File: config.mk
export PLATFORM = sky130hd
export DESIGN_NAME = interrupt_controller
export DESIGN_NICKNAME = d
export VERILOG_FILES = /design/src/rtl/interrupt_controller_pkg.sv /design/src/rtl/interrupt_controller_irq_sync_edge.sv /design/src/rtl/interrupt_controller.sv
export SDC_FILE = /design/constraint.sdc
export NUM_CORES = 1
export LEC_CHECK = 0
export CORE_ASPECT_RATIO = 1.4
export CORE_MARGIN = 3
export CORE_UTILIZATION = 43
export DETAILED_ROUTE_END_ITERATION = 12
export GPL_TIMING_DRIVEN = 0
export PLACE_DENSITY = 0.9
export SKIP_CTS_REPAIR_TIMING = 1
export SYNTH_ARGS = -nofsm -noshare
export SYNTH_HDL_FRONTEND = slang
export SYNTH_SLANG_ARGS = --single-unit
export TNS_END_PERCENT = 20
File: constraint.sdc
create_clock -name clk -period 2.29 [get_ports clk]
set_clock_uncertainty 0.15 [all_clocks]
set_input_delay 0.458 -clock clk [delete_from_list [all_inputs] [get_ports clk]]
set_output_delay 0.458 -clock clk [all_outputs]
set_load 0.02 [all_outputs]
File: src/rtl/interrupt_controller_pkg.sv
// Shared definitions for the interrupt controller.
//   - Register offsets, decoded from Addr[4:2]
//   - FSM state encoding
//   - CUR_ID valid-bit position
//   - lowest_set(): index of the lowest set bit (fixed priority, index 0 highest)
package interrupt_controller_pkg;

   localparam logic [2:0] RegPend  = 3'd0;
   localparam logic [2:0] RegMask  = 3'd1;
   localparam logic [2:0] RegCtrl  = 3'd2;
   localparam logic [2:0] RegCurId = 3'd3;
   localparam logic [2:0] RegEoi   = 3'd4;

   localparam int unsigned CurIdValidBit = 31;

   typedef enum logic [1:0] {
      StIdle = 2'd0,
      StReq  = 2'd1,
      StSvc  = 2'd2
   } ic_state_e;

   // Scan from the top so that the last hit, the lowest index, wins.
   function automatic logic [4:0] lowest_set(input logic [31:0] vec);
      logic [4:0] idx;
      idx = '0;
      for (int i = 31; i >= 0; i--) begin
         if (vec[i]) idx = 5'(i);
      end
      return idx;
   endfunction

endpackage

File: src/rtl/interrupt_controller_irq_sync_edge.sv
// Synchronizer plus rising-edge detector for one interrupt source.
// Ports:
//   clk    in  system clock
//   rst    in  asynchronous active-low reset
//   din    in  asynchronous level input
//   pulse  out one-cycle pulse, high for the cycle after a synchronized 0->1 transition
module irq_sync_edge #(
   parameter int unsigned SYNC_FF = 2
) (
   input  logic clk,
   input  logic rst,
   input  logic din,
   output logic pulse
);

   logic [SYNC_FF-1:0] sync_q;
   logic               prev_q;

   always_ff @(posedge clk or negedge rst) begin
      if (!rst) begin
         sync_q <= '0;
         prev_q <= 1'b0;
      end else begin
         sync_q <= {sync_q[SYNC_FF-2:0], din};
         prev_q <= sync_q[SYNC_FF-1];
      end
   end

   // A level that stays high produces a single pulse only.
   assign pulse = sync_q[SYNC_FF-1] & ~prev_q;

endmodule

File: src/rtl/interrupt_controller.sv
// Memory-mapped interrupt controller feeding Control_Unit.
// Collects rising edges on irq_src into PEND, requests service via intr, completes the
// intr/int_ack handshake and exposes the serviced source in CUR_ID until software writes EOI.
// Ports:
//   clk, rst              clock and asynchronous active-low reset
//   irq_src[NUM_SRC]      asynchronous edge-triggered requests
//   Addr, D_in            bus address (bits [4:2] select register) and write data
//   io_cs, io_wr, io_rd   chip select and strobes
//   D_out                 combinational read data, 0 when not selected for read
//   intr                  registered request to Control_Unit
//   int_ack               one-cycle acknowledge from Control_Unit
module interrupt_controller
   import interrupt_controller_pkg::*;
#(
   parameter int unsigned NUM_SRC = 8,
   parameter int unsigned SYNC_FF = 2
) (
   input  logic               clk,
   input  logic               rst,
   input  logic [NUM_SRC-1:0] irq_src,
   input  logic [11:0]        Addr,
   input  logic [31:0]        D_in,
   input  logic               io_cs,
   input  logic               io_wr,
   input  logic               io_rd,
   output logic [31:0]        D_out,
   output logic               intr,
   input  logic               int_ack
);

   logic [NUM_SRC-1:0] edge_pulse;
   logic [NUM_SRC-1:0] pend_q, pend_d;
   logic [NUM_SRC-1:0] mask_q, mask_d;
   logic [NUM_SRC-1:0] eligible, w1c, ack_clr;
   logic               gie_q, gie_d;
   logic               intr_q, intr_d;
   logic               cur_valid_q, cur_valid_d;
   logic [4:0]         cur_sel_q, cur_sel_d;
   ic_state_e          state_q, state_d;

   logic [2:0]  reg_sel;
   logic        wr_en, rd_en, eoi_wr, ack_take;
   logic [31:0] elig_ext;
   logic [4:0]  sel;
   logic        unused_bus;

   assign reg_sel    = Addr[4:2];
   assign wr_en      = io_cs & io_wr;
   assign rd_en      = io_cs & io_rd;
   assign eoi_wr     = wr_en && (reg_sel == RegEoi);
   assign unused_bus = ^{Addr[11:5], Addr[1:0], D_in};

   for (genvar g = 0; g < NUM_SRC; g++) begin : gen_sync
      irq_sync_edge #(
         .SYNC_FF(SYNC_FF)
      ) u_sync (
         .clk  (clk),
         .rst  (rst),
         .din  (irq_src[g]),
         .pulse(edge_pulse[g])
      );
   end

   assign eligible = pend_q & ~mask_q & {NUM_SRC{gie_q}};

   always_comb begin
      elig_ext = '0;
      elig_ext[NUM_SRC-1:0] = eligible;
   end

   assign sel = lowest_set(elig_ext);

   // FSM: intr is high exactly while in StReq.
   always_comb begin
      state_d  = state_q;
      intr_d   = 1'b0;
      ack_take = 1'b0;
      case (state_q)
         StIdle: begin
            if (|eligible) begin
               state_d = StReq;
               intr_d  = 1'b1;
            end
         end
         StReq: begin
            if (!(|eligible)) begin
               state_d = StIdle;
            end else if (int_ack) begin
               state_d  = StSvc;
               ack_take = 1'b1;
            end else begin
               intr_d = 1'b1;
            end
         end
         StSvc: begin
            if (eoi_wr) state_d = StIdle;
         end
         default: state_d = StIdle;
      endcase
   end

   // Register next-state. A new edge wins over both W1C and the ack clear.
   always_comb begin
      w1c = '0;
      if (wr_en && (reg_sel == RegPend)) w1c = D_in[NUM_SRC-1:0];
      for (int i = 0; i < NUM_SRC; i++) begin
         ack_clr[i] = ack_take && (sel == 5'(i));
      end
      pend_d = (pend_q & ~w1c & ~ack_clr) | edge_pulse;

      mask_d = mask_q;
      if (wr_en && (reg_sel == RegMask)) mask_d = D_in[NUM_SRC-1:0];

      gie_d = gie_q;
      if (wr_en && (reg_sel == RegCtrl)) gie_d = D_in[0];

      cur_valid_d = cur_valid_q;
      cur_sel_d   = cur_sel_q;
      if (ack_take) begin
         cur_valid_d = 1'b1;
         cur_sel_d   = sel;
      end else if ((state_q == StSvc) && eoi_wr) begin
         cur_valid_d = 1'b0;
         cur_sel_d   = '0;
      end
   end

   always_ff @(posedge clk or negedge rst) begin
      if (!rst) begin
         state_q     <= StIdle;
         intr_q      <= 1'b0;
         pend_q      <= '0;
         mask_q      <= '1;
         gie_q       <= 1'b0;
         cur_valid_q <= 1'b0;
         cur_sel_q   <= '0;
      end else begin
         state_q     <= state_d;
         intr_q      <= intr_d;
         pend_q      <= pend_d;
         mask_q      <= mask_d;
         gie_q       <= gie_d;
         cur_valid_q <= cur_valid_d;
         cur_sel_q   <= cur_sel_d;
      end
   end

   assign intr = intr_q;

   always_comb begin
      D_out = '0;
      if (rd_en) begin
         case (reg_sel)
            RegPend:  D_out[NUM_SRC-1:0] = pend_q;
            RegMask:  D_out[NUM_SRC-1:0] = mask_q;
            RegCtrl:  D_out[0] = gie_q;
            RegCurId: begin
               D_out[CurIdValidBit] = cur_valid_q;
               D_out[4:0]           = cur_sel_q;
            end
            default: D_out = '0;
         endcase
      end
   end

endmodule

; ---- Word level (Yosys, flattened, before mapping)
; Cells that the tools add are included.
; Widths: inputs -> output; s select.
[classes]
eq_ne = 16
mux = 30
bitwise_logic = 26
n_reduce_logical = 19
[op_table]
columns = operator, count
row1 = $mux 5, 9
row2 = $and 8x8->8, 4
row3 = $mux 32, 1
row4 = $not 8->8, 3
row5 = $eq 5x3->1 const B, 4
row6 = $logic_and 1x1->1, 13
row7 = $pmux 4 s3, 1
row8 = $and 1x1->1, 10
row9 = $eq 5x2->1 const B, 2
row10 = $mux 1, 9
row11 = $mux 2, 4
row12 = $mux 8, 1
row13 = $not 1->1, 8
row14 = $or 8x8->8, 1
row15 = $reduce_or 8->1, 1
row16 = $eq 3x2->1 const B, 2
row17 = $pmux 2 s3, 1
row18 = $pmux 3 s2, 1
row19 = $eq 5x1->1 const B, 1
row20 = $logic_not 5->1, 1
row21 = $ne 2x2->1 const B, 2
row22 = $pmux 1 s4, 1
row23 = $eq 3x1->1 const B, 1
row24 = $eq 3x3->1 const B, 1
row25 = other kinds (9), 9
[word_totals]
ff_bits = 50
in_bits = 58

; ---- Depth between registers and ports, before layout
; Gate-level depths: netlist of run 1.
[logic_depth]
word_depth = 16
mapped_depth = 5
depth_no_buf = 5

; ---- Modules after synthesis
; A second synthesis of run 1 with hierarchy kept.
[unflattened]
cells_unflattened = 195
area_unflattened_um2 = 2285.9
[by_module_without_submodules]
columns = module, instances, cells_per_inst, area_per_inst_um2, seq_area_each_um2
row1 = interrupt_controller, 1, 163, 1575.3, 610.6
row2 = irq_sync_edge, 8, 4, 88.8, 75.1

; ---- Least setup slack after synthesis of run 1
; Ideal clock, no wire load.
[synth_timing]
path_type = input to output
start = input Addr[3]
end = output D_out[2]
arrival_ns = 1.402
setup_slack_ns = 0.280
path_stages = 4
n_path_buf = 1
path_cell_list = clkbuf_1 mux2_2 a22oi_1 nor2_1
[synth_via]
elab_chain_len = 3
[synth_rtl]
columns = item, line
row1 = start: declaration, interrupt_controller.sv:21  ; input logic [11:0] Addr,
row2 = $eq 3x2->1 (tied with other cells), interrupt_controller.sv:153  ; case (reg_sel)
row3 = $pmux 4 s3 (*), interrupt_controller.sv:153
row4 = $mux 32 (*), interrupt_controller.sv:152  ; if (rd_en) begin
row5 = end: declaration, interrupt_controller.sv:26  ; output logic [31:0] D_out,
; Every way passes the cells marked *; elsewhere a longest branch is shown, timed or not.

; ---- Worst setup path after layout of run 1
[layout_timing]
start = register gie_q
end = output D_out[0]
[layout_via]
elab_chain_len = 2
[layout_rtl]
columns = item, line
row1 = start: declaration, interrupt_controller.sv:35  ; logic gie_q, gie_d;
row2 = start signal: assignment, interrupt_controller.sv:142  ; gie_q <= gie_d;
row3 = $pmux 1 s4, interrupt_controller.sv:153
row4 = $mux 32, interrupt_controller.sv:152
; No other way between the ends.

==> results of run 1 <==
## area by class of cell
| cell class | count | area (um2) |
|---|---|---|
| buffer | 25 | 185 |
| clock buffer | 5 | 68.8 |
| clock inverter | 3 | 42.5 |
| fill | 405 | 1990 |
| inverter | 13 | 48.8 |
| multi-input combinational | 129 | 911 |
| sequential | 48 | 1210 |
| tap | 64 | 80.1 |
| timing repair buffer | 35 | 377 |
## cell families after synthesis
family	after synthesis
AOI/OAI and AO/OA	33
muxes	17
buffers and inverters	38
and+or+nand+nor	56
DFF	48
other	1
## per-layer routing
layer	part of all wire [%]	wire length, um	vias to the layer above	global-route usage [%]
li1	-	-	759	-
met1	37	1630	760	18.6
met2	53	2330	63	25.4
met3	7.4	328	9	4.36
met4	3.0	132	0	8.64
met5	0	0	-	0
## power by group through the flow
stage | combinational (W) | sequential, W | clock (W)
floorplan | 0.000398 | 0.00110 | 0
global placement | 0.000545 | 0.00111 | 0
detailed placement | 0.000561 | 0.00112 | 0
finish | 0.000589 | 0.00111 | 0.000594
global route | 0.000646 | 0.00113 | 0.000653
CTS | 0.000569 | 0.00111 | 0.000613
## cell usage in the layout (no fill, tap or decap), types with 2 or more instances in the layout
cell type	count
a211o_1	2
a221oi_1	2
a22oi_1	2
a32o_1	2
and2_1	2
and3_1	2
buf_4	25
buf_6	5
clkbuf_2	2
clkbuf_8	5
clkdlybuf4s50_1	20
conb_1	23
dfrtp_1	39
dfstp_2	8
dlymetal6s2s_1	6
inv_1	13
mux2_2	11
mux2i_1	5
nand2_1	16
nand2b_1	4
nand3_1	4
nand3b_1	2
nand4_1	2
nor2_1	5
nor2_4	5
nor2b_1	3
nor2b_4	2
o211ai_1	2
o21ai_0	8
o21ai_1	4
o311ai_0	2
o311ai_1	2
## registers in the layout, summed over array words and instances, names as in the netlist
| name | cells |
|---|---|
| cur_sel_q | 3 |
| cur_valid_q | 1 |
| gen_sync.u_sync.prev_q | 8 |
| gen_sync.u_sync.sync_q | 16 |
| gie_q | 1 |
| intr | 1 |
| mask_q | 8 |
| pend_q | 8 |
| state_q | 2 |
## per-stage QoR
stage,TNS [ns],instances,worst slack (ns),cell area [um2]
after floorplan,0,215,0.280,2290
after global placement,-33.86,312,-0.802,2700
after detailed placement,-9.98,313,-0.832,2730
after CTS,-6.83,321,-0.846,2840
after global routing,-0.00834,322,-0.00834,2930
final,0,322,0.0592,2930
## worst max-delay path by stage
stage	start	end	slack, ns	cells past startpoint
floorplan	Addr[3]	D_out[2]	0.28	4
global placement	Addr[2]	D_out[1]	-0.80	6
detailed placement	Addr[2]	D_out[1]	-0.83	6
CTS	Addr[2]	D_out[1]	-0.85	6
global route	gie_q$_DFFE_PN0P_	D_out[0]	-0.008	3
finish	gie_q$_DFFE_PN0P_	D_out[0]	0.06	3
==> flow_metrics.py, run 1 <==
metrics = {
    "floorplan": {
        "ioPinCount": 91,
        "fp.dieH_um": 90.8,
        "die_x_um": 66.6,
        "rows": 30,
        "die-area_um2": 6050,
        "initial_core_util_pct": 44.9,
        "core-area_um2": 4920,
    },
    "power_and_ir_drop": {
        "total_power_w": 0.00229,
        "swShare_pct": 29.9,
        "p_per_area_nw_per_um2": 784,
        "power.leakage_nw": 1.38,
        "p_int_w": 0.00161,
        "clkPwrFrac_pct": 25.9,
        "netSwitchingPower_w": 0.000686,
        "ir_drop_mv": 0.468,
        "combPwrFrac_pct": 25.7,
        "seqPwrFrac_pct": 48.4,
    },
    "run": {
        "maxCapViolCount": 0,
    },
    "global_route": {
        "overflow": 0,
        "grt_pass1_vias": 1583,
        "antenna_found_initial": 0,
        "grt_use_total_pct": 15.8,
        "grt_pass1_wl_mm": 7.28,
        "grt_max_degree": 27,
    },
    "yosys": {
        "yosysSeqAreaShare_pct": 54.8,
        "yosys.area_share.simple_pct": 14.2,
        "synth_xor_area_share_pct": 0,
        "synthMuxAreaShare_pct": 9.06,
        "synth_top_area_share_pct": 45.3,
        "synth_area_leaders": "dfrtp_1 (45%), dfstp_2 (9.5%), buf_4 (7.8%), mux2_2 (5.6%), nand2_1 (2.9%)",
        "synthArstFlopShare_pct": 100,
        "synth.most_common_cell": "dfrtp_1",
        "synth_edf_count": 0,
        "synth_cell_type_count": 44,
        "synth.cell_area_um2": 2210,
        "synth_fa_ha_area_share_pct": 0,
        "yosysWarnings": 0,
        "synth_compound_area_share_pct": 11.4,
        "yosys.area.top_type": "dfrtp_1",
        "synth_commonest_cells": "dfrtp_1 (40), buf_4 (23), nand2_1 (17)",
        "ys_ff_latch": 48,
        "synthFlopType": "dfrtp_1",
        "synth_cells": 193,
        "synth_top_family_by_area": "simple AND/OR/NAND/NOR gates",
        "postSynthAreaPerCell_um2": 11.4,
    },
    "layout": {
        "fin_nets": 315,
        "utilization_pct": 59.5,
        "drive_above_1_share_pct": 29.5,
        "antenna_cells": 0,
        "area_delta_synth_final_pct": 32.4,
    },
    "worst_setup_path": {
        "crit_arrival_ns": 1.62,
        "r2r_setup_slack_ns": 0.22,
        "crit_family": "multiplexers",
        "critPathMaxFanout": 9,
        "ff2ff_path_depth": 5,
        "cpPeakStageDelay_ns": 0.51,
        "r2r_end": "pend_q[6]$_DFF_PN0_",
        "critPathBufInv": 1,
        "cp.required_ns": 1.68,
        "crit_type": "reg -> out",
        "timing.rr.start": "mask_q[0]$_DFFE_PN1P_",
        "end_kind": "primary output",
        "crit_path_top_delay_cell": "mux4_1",
        "path_cells": "mux4_1 > and3_1 > clkbuf_2",
        "critPathLaunchType": "register",
    },
    "cts": {
        "cts_tree": "built",
        "cts_inserted_buffers": 5,
        "clk_pin_slew_worst_paths_ns": 0.09,
        "clock-sinks": 48,
        "cts_buffer_depth": 2,
        "cts-root-buf": "clkbuf_8",
        "insertion_delay_ns": 0.30,
        "htreeDepth": 2,
    },
    "timing": {
        "finalHoldViolations": 19,
        "slew_headroom_pct": 52.9,
        "setup_viol": 0,
        "tightestPinTransition_ns": 0.704,
        "fin_crit_ns": 2.23,
        "period_share_pct": 97.4,
        "hold_slack_ns": -0.0102,
        "max_freq_mhz": 448,
        "grt_setup_unrepaired": "true",
        "maxSlewViolCount": 0,
    },
    "place": {
        "gp_congestion": 0.817,
        "port_buffers": 33,
        "hpwl_mm": 3.25,
    },
    "run_status": {
        "outcome": "complete, but fails checks",
        "violations": "negative hold slack",
    },
    "detailed_routing": {
        "ant_nets": 0,
        "drt-wirelength-per-cell_um": 13.7,
        "drt_pass1_iterations": 4,
        "drt-vias-per-instance": 4.94,
        "drc": 0,
        "vias": 1591,
        "totalWireLength_mm": 4.42,
        "drt_iter0_drc": 87,
    },
    "min_path": {
        "hp-class": "in -> async",
    },
}
Power figures use the tool's default switching activity.
==> inputs of run 2 (changes only) <==
==> constraint.sdc (replaced) <==
create_clock -name clk -period 2.29 [get_ports clk]
set_clock_uncertainty 0.15 [all_clocks]
set_input_delay 0.229 -clock clk [delete_from_list [all_inputs] [get_ports clk]]
set_output_delay 0.229 -clock clk [all_outputs]
set_load 0.02 [all_outputs]
==> flow_metrics.py, run 2 (synthesis gave the netlist of run 1 again) <==
metrics = {
    "min_path": {
        "hold_end": "gen_sync[4].u_sync.sync_q[1]$_DFF_PN0_",
        "hp-class": "reg -> reg",
        "min-delay-start": "gen_sync[4].u_sync.sync_q[0]$_DFF_PN0_",
        "hold_depth": 0,
    },
    "cts": {
        "cts-root-buf": "clkbuf_8",
        "cts_buffer_depth": 2,
        "clk_pin_slew_worst_paths_ns": 0.08,
        "insertion_delay_ns": 0.30,
        "htreeDepth": 2,
        "clock-sinks": 48,
        "cts_inserted_buffers": 5,
        "cts_tree": "built",
    },
    "layout": {
        "layout_common_cells": "dfrtp_1 (40), buf_4 (24), conb_1 (23), clkdlybuf4s50_1 (23), nand2_1 (17)",
        "layout_commonest_cell": "dfrtp_1",
        "regMostFlops": "gen_sync.u_sync.sync_q",
        "fin_nets": 315,
        "area_delta_synth_final_pct": 30.1,
        "drive_above_1_share_pct": 23.3,
        "utilization_pct": 58.5,
        "antenna_cells": 0,
        "largest_reg_flops": 16,
        "fillers": 411,
    },
    "floorplan": {
        "ioPinCount": 91,
        "rows": 30,
        "initial_core_util_pct": 44.9,
        "fp.dieH_um": 90.8,
        "core-area_um2": 4920,
        "die-area_um2": 6050,
        "die_x_um": 66.6,
    },
    "timing": {
        "finalHoldViolations": 0,
        "tightestPinTransition_ns": 0.880,
        "period_share_pct": 95.2,
        "setup_viol": 0,
        "max_freq_mhz": 459,
        "slew_headroom_pct": 40.8,
        "maxSlewViolCount": 0,
        "grt_setup_unrepaired": "false",
        "fin_crit_ns": 2.18,
    },
    "global_route": {
        "met1_usage_pct": 18.6,
        "grt_max_degree": 27,
        "overflow": 0,
        "antenna_found_initial": 0,
        "grt_pass1_wl_mm": 7.28,
        "use_met2_pct": 25.4,
        "grt_pass1_vias": 1583,
        "grt_use_met3_pct": 4.36,
        "grt.busiest_layer": "met2",
        "grt_use_total_pct": 15.8,
    },
    "worst_setup_path": {
        "r2r_end": "pend_q[7]$_DFF_PN0_",
        "crit_arrival_ns": 1.80,
        "cp.required_ns": 1.91,
        "crit_type": "in -> out",
        "ff2ff_path_depth": 5,
        "r2r_setup_slack_ns": 0.21,
        "critPathLaunchType": "input pin",
        "crit_path_top_delay_cell": "clkdlybuf4s50_1",
        "timing.rr.start": "mask_q[0]$_DFFE_PN1P_",
        "path_cells": "clkdlybuf4s50_1 > nor2b_2 > nand2_1 > or2_1 > nor2_1 > dlymetal6s2s_1",
        "critPathMaxFanout": 5,
        "end_kind": "primary output",
        "cpPeakStageDelay_ns": 0.51,
        "crit_family": "simple AND/OR/NAND/NOR gates",
        "critPathBufInv": 2,
    },
    "place": {
        "hpwl_mm": 3.25,
        "port_buffers": 33,
        "gp_congestion": 0.817,
    },
    "detailed_routing": {
        "drt_pass1_iterations": 4,
        "drt-vias-per-instance": 4.84,
        "drt_iter0_drc": 112,
        "totalWireLength_mm": 4.33,
        "ant_nets": 0,
        "drt-wirelength-per-cell_um": 13.5,
        "vias": 1559,
        "drc": 0,
    },
    "power_and_ir_drop": {
        "total_power_w": 0.00227,
        "ir_drop_mv": 0.468,
        "power.leakage_nw": 1.43,
        "p_per_area_nw_per_um2": 790,
    },
    "run_status": {
        "outcome": "finished, final reports clean",
    },
    "run": {
        "maxCapViolCount": 0,
    },
}
-- run 2: changes by cell type in the layout (fill, tap and decap cells not counted), moves of 2 or more --
cell             previous run  this run
buf_6                       5         0
clkbuf_2                    2         0
nor2_4                      5         0
dlymetal6s2s_1              6         9
nor2_1                      5        10
clkdlybuf4s50_1            20        23
-- run 2: report_power, final --
group          switching (W)  internal (W)  total [W]  leakage [nW]
Sequential          0.000102       0.00101    0.00111         0.536
Clock               0.000270      0.000323   0.000593        0.0541
Combinational       0.000297      0.000274   0.000571         0.837
-- run 2: worst max path at each step --
stage	start	to	slack (ns)	cells past startpoint
2_1_floorplan	mask_q[0]$_DFFE_PN1P_	cur_sel_q[1]$_DFFE_PN0P_	0.43	5
3_3_place_gp	rst	gie_q$_DFFE_PN0P_	-0.37	1
3_5_place_dp	Addr[2]	D_out[1]	-0.37	6
4_1_cts	Addr[2]	D_out[1]	-0.39	6
5_1_grt	Addr[4]	D_out[3]	0.02	6
6_report	Addr[4]	D_out[7]	0.11	6
-- run 2: through the flow --
step           hold slack (ns)  cells  cell area, um2  setup TNS (ns)  setup WS (ns)
2_1_floorplan           -0.217    215            2290               0          0.435
3_3_place_gp             0.182    312            2700          -17.26         -0.371
3_5_place_dp            0.0973    313            2730           -2.76         -0.374
4_1_cts                 -0.233    321            2840           -2.71         -0.388
5_1_grt                  0.188    322            2880               0         0.0199
6_report                 0.205    322            2880               0          0.111
-- run 2: worst register-to-register path: cells and delay by family (launching register included) --
family          cells  cell delay [ns]
flops               1             0.57
simple gates        2             0.32
compound gates      3             0.92
-- run 2: final cells by class --
type | count | area [um2] | area share [%]
Timing Repair Buffer | 35 | 385 | 13.4
Sequential cell | 48 | 1210 | 42.1
Buffer | 25 | 184 | 6.40
Clock inverter | 3 | 42.5 | 1.48
Inverter | 13 | 48.8 | 1.70
Clock buffer | 5 | 68.8 | 2.39
Tap cell | 64 | 80.1 | 2.79
Multi-Input combinational cell | 129 | 855 | 29.7
-- run 2: layer usage --
layer / share of wire [%] / vias up
li1: - / 756
met5: 0 / -
met1: 38 / 735
met4: 2.9 / 0
met2: 52 / 59
met3: 7.2 / 9
==> RTL change, RTL diff (config.mk and constraints of run 1) <==
Reset style: synchronous (`rst`), changed in 2 clocked blocks. Comments in the files are not updated.
--- a/src/rtl/interrupt_controller_irq_sync_edge.sv
+++ b/src/rtl/interrupt_controller_irq_sync_edge.sv
@@ -18,3 +18,3 @@
 
-   always_ff @(posedge clk or negedge rst) begin
+   always_ff @(posedge clk) begin
       if (!rst) begin
--- a/src/rtl/interrupt_controller.sv
+++ b/src/rtl/interrupt_controller.sv
@@ -127,3 +127,3 @@
 
-   always_ff @(posedge clk or negedge rst) begin
+   always_ff @(posedge clk) begin
       if (!rst) begin
Check against the original RTL: differs if rst is asserted again (counterexample within 4 cycles, from zero or initial values and one cycle with rst low); with rst held inactive, the same outputs for 4 cycles.
==> RTL change against run 1 <==
- wire length increased by 14%
- highest routed layer unchanged
- count of clock-buffer cells in the layout increased by 1
- critical endpoint is now D_out[5]
- setup slack got worse by 0.025 ns
- first-iteration DRC count decreased by 24%
- sequential share of layout area decreased by 8.4 points
- sequential cell count unchanged
- worst hold slack improved by 0.27 ns
- synthesized area increased by 3.5%
- final cell count increased by 17%
- cell area decreased by 0.51%
Power is not compared: it rests on default switching activity, and its combinational part moved more than twofold at a synthesized area within 25%.
==> RTL change: results (changes against run 1) <==
Worst setup path
  • CP peak stage delay: 0.46 ns (-0.05 ns)
  • CP top delay family: buffers and inverters
  • RR Startpoint: mask_q[2]
  • Critical Path AT: 1.65 ns (+0.03 ns)
  • CP Max Fanout: 5 (-4)
  • Cell count of the worst reg-to-reg path: 5 (unchanged)
  • Worst r2r dst: pend_q[7]
  • Max stage delay cell, worst path: clkdlybuf4s50_1
  • R2R Setup Slk: 0.42 ns (+0.20 ns)

Placed design
  • Worst slack at placement: -0.643 ns (+0.189 ns)
  • Placed instance count: 367 (+17%)
  • HPWL after DPL: 3800 um (+17%)
  • RePlAce Congestion: 0.884 (+8.2%)
  • Placed instance area: 2770 sq um (+1.6%)
  • IO buf count: 32 (-3.0%)

Logic synthesis
  • Ranking of synthesized cells by area: dfxtp_1, buf_4, mux2i_1, nand2_1, and2_1
  • Post-synth top area cell: dfxtp_1
  • Most frequent cells after synthesis: dfxtp_1, nand2_1, buf_4, and2_1, mux2i_1
  • Post-synthesis sequential area ratio: 42.0% (-13 points)
  • Async SR Flop Fraction: 0% (-100 points)
  • Syn avg cell area: 9.18 sq um (-20%)
  • Synth unique cells: 52 (+18%)

Routing
  • Via count: 1781 (+12%)
  • DR WL/cell: 13.3 um (-2.8%)
  • Met2 wire len: 2700 um (+16%)
  • M1 WL: 2040 um (+25%)
  • Drt via density: 4.71 (-4.6%)
  • Met3 wire length: 228 um (-30%)
  • DR iter-0 viols: 66 (-24%)

Outcome
  • Status: complete, no violations

STA
  • Worst slew pin tran: 0.594 ns (-0.110 ns)
  • Hold Slack: 0.255 ns (+0.265 ns)

GRT
  • GRT met3 Usage: 3.68% (-0.68 points)
  • Largest net degree at the start of global routing: 15 (-44%)
  • Met2 Use GR: 30.2% (+4.8 points)
  • Vias in the first global route: 1722 (+8.8%)
  • First-pass GRT wire length: 7930 um (+8.9%)
  • All-Layer GR Usage: 16.8% (+1.0 points)

Hold path
  • Hold crit path type: register to register
-- RTL change: cell type report --
class	count	area [sq um]
multi-input cells	184	1170
flip-flops and latches	48	961
fillers	444	2080
clock inverters	2	35.0
plain buffers	31	221
inverters	8	30.0
well taps	64	80.1
clock buffers	6	72.6
repair buffers	35	343
-- RTL change: how the worst max path moves through the flow --
stage             from        to  slack, ns  cells past startpoint
2_1_floorplan  Addr[4]  D_out[3]       0.43                      3
3_3_place_gp   Addr[4]  D_out[6]      -0.63                      5
3_5_place_dp   Addr[4]  D_out[5]      -0.64                      5
4_1_cts        Addr[4]  D_out[5]      -0.64                      5
5_1_grt          io_rd  D_out[5]      -0.03                      5
6_report         io_rd  D_out[5]       0.03                      5
-- RTL change: cells by family after synthesis --
logic type      after synthesis  share of synthesized area, %
simple gates                106                          25.8
flops                        48                          42.0
buf+inv                      39                          10.6
compound gates               38                          13.2
mux                          17                          8.10
other cells                   1                         0.164
